### src/rtl/keypad_scanner.sv
// keypad_scanner: scans a 4x4 active-low hex keypad one row at a time,
// debounces presses and releases on scan ticks, decodes each accepted key to
// a hex nibble and shifts it into a 16-bit word for the display driver.
//
// Output handshake: key_valid is a single-cycle strobe with no ready/back-
// pressure. On the cycle it is high, key_code holds the accepted key and
// dataout already contains it in [3:0]; both hold until the next acceptance
// (dataout also changes on clear).
module keypad_scanner #(
  parameter int SCAN_DIV = 50000,  // clk cycles per scan tick, >= 4
  parameter int DEBOUNCE = 4       // matching ticks to accept press/release, 1..15
) (
  input  logic        clk,
  input  logic        reset,
  input  logic [3:0]  cols,
  input  logic        clear,
  output logic [3:0]  rows,
  output logic [15:0] dataout,
  output logic [3:0]  key_code,
  output logic        key_valid
);

  localparam int DW = (SCAN_DIV > 1) ? $clog2(SCAN_DIV) : 1;
  localparam logic [DW-1:0] DIV_LAST = DW'(SCAN_DIV - 1);
  localparam logic [3:0]    DEB4     = 4'(DEBOUNCE);

  typedef enum logic [1:0] {
    SCAN    = 2'd0,
    CONFIRM = 2'd1,
    RELEASE = 2'd2
  } state_t;

  // state is kept as a plain named register so checkers can bind to it
  state_t        state;
  logic [1:0]    ridx;
  logic [3:0]    cnt;
  logic [3:0]    pat;
  logic [DW-1:0] div;
  logic [3:0]    sync1;
  logic [3:0]    scol;
  logic          tick;
  logic [3:0]    cnt_inc;
  logic [3:0]    acc_pat;
  logic [3:0]    code;
  logic          accept;

  // True when exactly one column is pulled low.
  function automatic logic single_low(input logic [3:0] p);
    case (p)
      4'b1110, 4'b1101, 4'b1011, 4'b0111: single_low = 1'b1;
      default:                            single_low = 1'b0;
    endcase
  endfunction

  // Row index plus one-low column pattern -> key nibble.
  function automatic logic [3:0] decode(input logic [1:0] r, input logic [3:0] p);
    logic [1:0] c;
    c = 2'd0;
    case (p)
      4'b1110: c = 2'd0;
      4'b1101: c = 2'd1;
      4'b1011: c = 2'd2;
      4'b0111: c = 2'd3;
      default: c = 2'd0;
    endcase
    case ({r, c})
      4'd0:    decode = 4'h1;
      4'd1:    decode = 4'h2;
      4'd2:    decode = 4'h3;
      4'd3:    decode = 4'hA;
      4'd4:    decode = 4'h4;
      4'd5:    decode = 4'h5;
      4'd6:    decode = 4'h6;
      4'd7:    decode = 4'hB;
      4'd8:    decode = 4'h7;
      4'd9:    decode = 4'h8;
      4'd10:   decode = 4'h9;
      4'd11:   decode = 4'hC;
      4'd12:   decode = 4'hE;
      4'd13:   decode = 4'h0;
      4'd14:   decode = 4'hF;
      default: decode = 4'hD;
    endcase
  endfunction

  // Two-flop synchronizer for the asynchronous column inputs (idle = all high).
  always_ff @(posedge clk or posedge reset) begin
    if (reset) begin
      sync1 <= 4'b1111;
      scol  <= 4'b1111;
    end else begin
      sync1 <= cols;
      scol  <= sync1;
    end
  end

  // Free-running scan tick divider.
  always_ff @(posedge clk or posedge reset) begin
    if (reset) begin
      div <= '0;
    end else if (tick) begin
      div <= '0;
    end else begin
      div <= div + DW'(1);
    end
  end

  assign tick    = (div == DIV_LAST);
  assign cnt_inc = cnt + 4'd1;

  // Acceptance decision and decoded key for the current tick.
  always_comb begin
    acc_pat = (state == SCAN) ? scol : pat;
    code    = decode(ridx, acc_pat);
    accept  = 1'b0;
    if (tick) begin
      if (state == SCAN && DEBOUNCE == 1 && single_low(scol)) begin
        accept = 1'b1;
      end
      if (state == CONFIRM && scol == pat && cnt_inc == DEB4) begin
        accept = 1'b1;
      end
    end
  end

  // Scan / confirm / release sequencer; rows tracks ridx as a rotating zero.
  always_ff @(posedge clk or posedge reset) begin
    if (reset) begin
      state <= SCAN;
      ridx  <= 2'd0;
      rows  <= 4'b1110;
      cnt   <= 4'd0;
      pat   <= 4'b1111;
    end else if (tick) begin
      case (state)
        SCAN: begin
          if (single_low(scol)) begin
            pat <= scol;
            if (accept) begin
              cnt   <= 4'd0;
              state <= RELEASE;
            end else begin
              cnt   <= 4'd1;
              state <= CONFIRM;
            end
          end else begin
            ridx <= ridx + 2'd1;
            rows <= {rows[2:0], rows[3]};
          end
        end
        CONFIRM: begin
          if (scol == pat) begin
            if (accept) begin
              cnt   <= 4'd0;
              state <= RELEASE;
            end else begin
              cnt <= cnt_inc;
            end
          end else begin
            cnt   <= 4'd0;
            ridx  <= ridx + 2'd1;
            rows  <= {rows[2:0], rows[3]};
            state <= SCAN;
          end
        end
        RELEASE: begin
          if (scol == 4'b1111) begin
            if (cnt_inc == DEB4) begin
              cnt   <= 4'd0;
              ridx  <= ridx + 2'd1;
              rows  <= {rows[2:0], rows[3]};
              state <= SCAN;
            end else begin
              cnt <= cnt_inc;
            end
          end else begin
            cnt <= 4'd0;
          end
        end
        default: begin
          cnt   <= 4'd0;
          state <= SCAN;
        end
      endcase
    end
  end

  // Registered key outputs and the nibble shift register; clear is not tick-gated.
  always_ff @(posedge clk or posedge reset) begin
    if (reset) begin
      dataout   <= 16'h0000;
      key_code  <= 4'h0;
      key_valid <= 1'b0;
    end else begin
      key_valid <= accept;
      if (accept) begin
        key_code <= code;
      end
      if (clear) begin
        dataout <= accept ? {12'h000, code} : 16'h0000;
      end else if (accept) begin
        dataout <= {dataout[11:0], code};
      end
    end
  end

endmodule

### config.mk
export PLATFORM = sky130hd
export DESIGN_NAME = keypad_scanner
export DESIGN_NICKNAME = d
export VERILOG_FILES = /design/src/rtl/keypad_scanner.sv
export SDC_FILE = /design/constraint.sdc
export NUM_CORES = 1
export LEC_CHECK = 0
export CORE_MARGIN = 3
export CORE_UTILIZATION = 40
export DETAILED_ROUTE_END_ITERATION = 10
export PLACE_DENSITY = 0.59
export SETUP_SLACK_MARGIN = 0.15
export SYNTH_ARGS = -nofsm -noshare
export SYNTH_HDL_FRONTEND = slang
export SYNTH_SLANG_ARGS = --single-unit
### constraint.sdc
create_clock -name clk -period 2.2 [get_ports clk]
set_clock_uncertainty 0.05 [all_clocks]
set_input_delay 0.44 -clock clk [delete_from_list [all_inputs] [get_ports clk]]
set_output_delay 0.44 -clock clk [all_outputs]
set_load 0.05 [all_outputs]
**Word-level counts from Yosys, hierarchy flattened**

Memories as Yosys holds them, arrays and structs flattened.
Cells that the tools add are included.

- Add/sub/neg operators: 3
- Equal/unequal tests: 19
- Multiplexer cells: 35
- Reduce and logical (&&, ||, !) cells: 10

Operator list:

| operator | count |
|---|---|
| 16-bit two-way mux | 3 |
| 4-bit two-way mux | 11 |
| 4-bit equality test (second input constant) | 6 |
| 4-bit one-hot mux with 3 select lines | 2 |
| 2-bit two-way mux | 10 |
| 2-bit one-hot mux with 3 select lines | 3 |
| 16-bit by 1-bit adder with 16-bit output (second input constant) | 1 |
| 16-bit equality test (second input constant) | 1 |
| 4-bit by 3-bit equality test with 1-bit output (second input constant) | 3 |
| 2-bit != test (second input constant) | 4 |
| 1-bit two-way mux | 6 |
| 6-bit AND reduction | 1 |
| 5-bit AND reduction | 1 |
| 4-bit by 1-bit adder with 4-bit output (second input constant) | 1 |
| 4-bit equality test | 1 |
| 4-bit OR reduction | 1 |
| 3-bit != test (second input constant) | 1 |
| 3-bit AND reduction | 1 |
| 3-bit nonzero test | 1 |
| 2-bit by 1-bit adder with 2-bit output (second input constant) | 1 |
| 2-bit by 1-bit equality test with 1-bit output (second input constant) | 1 |
| 2-bit equality test (second input constant) | 1 |
| 1-bit logical AND | 2 |
| 2-bit logical NOT | 1 |
| other kinds (3) | 3 |

- Bits in registers: 61
- Memory bits (read-only): 64
- Logic and storage cells: 79
- Memories kept: 1

Memories:

| memory | words | width | read ports | clocked after memory_dff | write ports | line | source |
|---|---|---|---|---|---|---|---|
| (name not given) | 16 | 4 | 1 | 0 | 0 | 66 | `case ({r, c})` |

**Longest topological paths before layout**

- Depth in word-level cells: 8
- Gate-level depth with buffers: 9
- Depth with buffers taken out: 8

**Worst setup path after synthesis**

OpenSTA, ideal clock, no wires.

- Path type: reg2reg
- Start: reg scol[2]
- End: reg dataout[1]
- Setup time: 0.065 ns
- Arrival time: 2.049 ns
- Path slack: 0.035 ns
- Stages on the path, launching flop included: 10
- Path through: dfstp_2 clkbuf_2 nand4bb_1 o22ai_1 inv_1 ha_1 nor2_1 a211oi_1 a2111oi_2 a31o_2

- Cells in the longest elaborated chain, start to end: 7
- Elaborated cells on any way between the ends: 15
- Classes of those cells: eq/ne (4); mux (7); reduce/logical (3); memory (1)

RTL lines:

| what | line | source |
|---|---|---|
| start, declared | 40 | `logic [3:0] scol;` |
| start signal, assigned | 93 | `scol <= sync1;` |
| parallel branches: the longest is 7 deep, another holds memory read 16 x 4 bit | n/a |  |
| end signal, assigned | 200 | `dataout <= accept ? {12'h000, code} : 16'h0000;` |
| end signal, assigned | 202 | `dataout <= {dataout[11:0], code};` |
| end, declared | 18 | `output logic [15:0] dataout,` |

Parallel ways; which one is timed is not known. The select of a mux whose other input is x is not followed.
A chain may end at the register's enable or synchronous reset.

**Final worst setup path**

- Start: reg dataout[5]
- End: out dataout[5]

No word-level cell between the ends.

==> impl_metrics.csv <==
group,metric,value,unit
placement,dp_hpwl,4210,µm
clock_tree,clk_pin_slew,0.07,ns
final_layout,syn2layout_area_growth,31.6,%
clock_tree,holdBufCountCts,0,
routing,met1Wirelength,3100,µm
synth,yosys.area.top_type,"dfrtp_1",
synth,postSynthAreaPerCell,11.0,µm²
timing,fin_crit,2.03,ns
synth,synth_seq_cells,61,
power,vdd_ir_drop_max,357,µV
clock_tree,cts_sinks,61,
synth,synth_edf_count,0,
floorplan,start_util,41.9,%
timing,hold_violations,0,
routing,final_antenna_net_count,0,
synth,synth-main-ff-cell,"dfrtp_1",
grt,first_global_vias,2150,
clock_tree,clock-root-buffer,"clkbuf_8",
timing,fin_crit_sh,92.3,%
synth,ys_seq_area_share,50.3,%
worst_setup_path,critical_path_class,"flop to primary output",
routing,drtIter0Drc,82,
routing,met3_length,213,µm
grt,overflow,0,
grt,grt_max_degree,20,
worst_setup_path,crit_path_end_kind,"primary output",
timing,worst_slew_pin_slew,0.630,ns
synth,synth_area_leaders,"dfrtp_1 (38%), dfstp_2 (13%), xor2_1 (4.3%), nand3_1 (3.9%), mux2_2 (3.3%)",
timing,fmax,493,MHz
clock_tree,clk_path_buf_depth,2,
synth,syn-num-nets,293,
routing,viasPerCell,5.19,
outcome,status,"finished clean",
placement,placed_cell_area,0.00354,mm²
final_layout,antenna_cells,0,
worst_setup_path,start_kind,"flop",
clock_tree,clk_latency,0.34,ns
routing,vias,2258,
timing,max_slew_margin,57.5,%
worst_setup_path,cp_cell_sequence,"clkdlybuf4s50_1",
worst_setup_path,cp_data_required_time,1.71,ns
routing,wirelength,6330,µm
worst_hold_path,hold_path.class,"flop to flop",
power,cellPowerDensity,596,mW/mm²
grt,grt_pass1_wl,10200,µm
floorplan,die_area,0.00876,mm²
worst_setup_path,critical_path.max_stage_delay,0.82,ns
floorplan,ioPinCount,32,
floorplan,core.rowCount,31,
worst_setup_path,critPathTopFamily,"buffers and inverters",
synth,synth.most_common_cell,"dfrtp_1",
final_layout,nets,346,
synth,syn-cell-area,0.00307,mm²
floorplan,die_x,93.6,µm
synth,yosysWarnings,0,
worst_setup_path,critPathSlowestCell,"clkdlybuf4s50_1",
worst_setup_path,cp.arrival,1.54,ns
routing,dr_wl_met2,2930,µm
grt,gr-usage-all-layers,14.7,%
placement,port_buffers,31,
final_layout,drive_gt1_share,29.8,%
run,max_cap_viol_count,0,
synth,synthArstFlopShare,100,%
routing,drt_pre_antenna_iters,4,
synth,synth_top_area_share,37.5,%
routing,routedWlPerCell,14.6,µm
synth,ys_types,53,
timing,maxSlewViolCount,0,
clock_tree,cts_buffers,9,
routing,top_layer_used,"met4",
floorplan,core_area,0.00733,mm²
timing,setup_viol_count_final,0,
synth,synth_commonest_cells,"dfrtp_1 (46), nand3_1 (24), a21oi_1 (19), o21ai_0 (17), nor2_1 (16)",
routing,route.detailed.drc,0,
floorplan,die_h,93.6,µm
timing,rsz0062_at_grt,"yes",
final_layout,final_area,0.00404,mm²
worst_setup_path,cp.buffers_inverters,1,
clock_tree,cts_tree,"done",
clock_tree,htree_levels,3,
synth,synthCells,278,
placement,place_congestion,0.768,
timing,final.setup.tns,0,ns
worst_setup_path,cp_max_fo,3,
grt,antenna_found_initial,0,
power,p_leak,1.91,nW
## registers in the layout, indices dropped and copies added (netlist names)
name and flops:
cnt 4, dataout 16, div 16, key_code 4, key_valid 1, pat 4
ridx 2, rows 4, scol 4, state 2, sync1 4
## cell usage in the layout (no fill, tap or decap), types with 4 or more instances in the layout
cell type        count
o211ai_1             5
buf_4               22
dfstp_2             15
o21ai_0             11
o21ai_1              5
mux2_2               7
dlymetal6s2s_1       9
dfrtp_1             45
clkdlybuf4s50_1     19
clkbuf_8             9
ha_1                 5
nor2_1              16
mux2i_1              4
nand2_1             11
xnor2_1              8
xor2_1              15
a21oi_1             19
nand3_1             24
inv_1                5
## routing by layer
layer	vias to the layer above	global-route usage [%]
met5	-	0
met4	0	5.78
met3	7	4.83
met2	31	21.4
met1	1114	20.3
li1	1106	-
## worst paths after layout
| path | endpoint | start | slack (ns) | cells past startpoint |
|---|---|---|---|---|
| hold / removal | scol[1] | sync1[1] | 0.31 | 0 |
| setup / recovery | dataout[5] | dataout[5] | 0.17 | 1 |
| hold reg to reg | scol[1] | sync1[1] | 0.31 | 0 |
| min in group asynchronous | sync1[1] | reset | 0.56 | 2 |
| setup reg to reg | rows[1] | cnt[0] | 0.18 | 6 |
| max in group asynchronous | rows[1] | reset | 1.20 | 3 |
## power breakdown
part	internal [mW]	leakage [nW]	total, mW	switching, mW
Combinational	0.0350	1.01	0.0865	0.0515
Sequential	1.14	0.783	1.14	0.00890
Clock	0.748	0.115	1.17	0.426
## worst reg2reg max path, delay by kind of cell, from the launching register on
family          cells  cell delay (ns)
simple gates        2             0.50
compound gates      2             0.43
flops               1             0.41
mux                 1             0.38
fa+ha+maj           1             0.18
## per-stage QoR
| stage | hold slack (ns) | utilization [%] | setup slack [ns] | power [mW] | cells |
|---|---|---|---|---|---|
| floorplan | 0.295 | - | 0.167 | 1.21 | 278 |
| global placement | 0.296 | 48.3 | 0.0774 | 1.24 | 407 |
| detailed placement | 0.297 | 48.3 | 0.0339 | 1.24 | 407 |
| CTS | 0.306 | 51.9 | 0.152 | 2.42 | 426 |
| global route | 0.308 | 55.1 | 0.0932 | 2.50 | 435 |
| finish | 0.306 | 55.1 | 0.170 | 2.41 | 435 |
## kinds of logic (layout without fill, tap and decap cells)
kind of cell / Yosys count / in the layout / synth area share, %
flops: 61 / 61 / 50.3
compound gates: 64 / 64 / 13.8
xor+xnor: 24 / 24 / 6.85
mux: 14 / 14 / 5.10
fa+ha+maj: 8 / 8 / 3.26
simple gates: 84 / 84 / 16.8
buf+inv: 23 / 81 / 3.87
## timing repair
item,CTS,global route
setup endpoints to repair,12,39
resized for setup,6,40
pin swaps,4,6
buffers inserted,3,8
gates cloned,0,1
## layout make-up
class | instances | area, µm²
inverters | 8 | 30.0
multi-input cells | 194 | 1550
flip-flops and latches | 61 | 1550
fillers | 632 | 3290
repair buffers | 57 | 557
clock buffers | 11 | 131
well taps | 99 | 124
clock inverters | 5 | 98.8
Power figures use the tool's default switching activity.
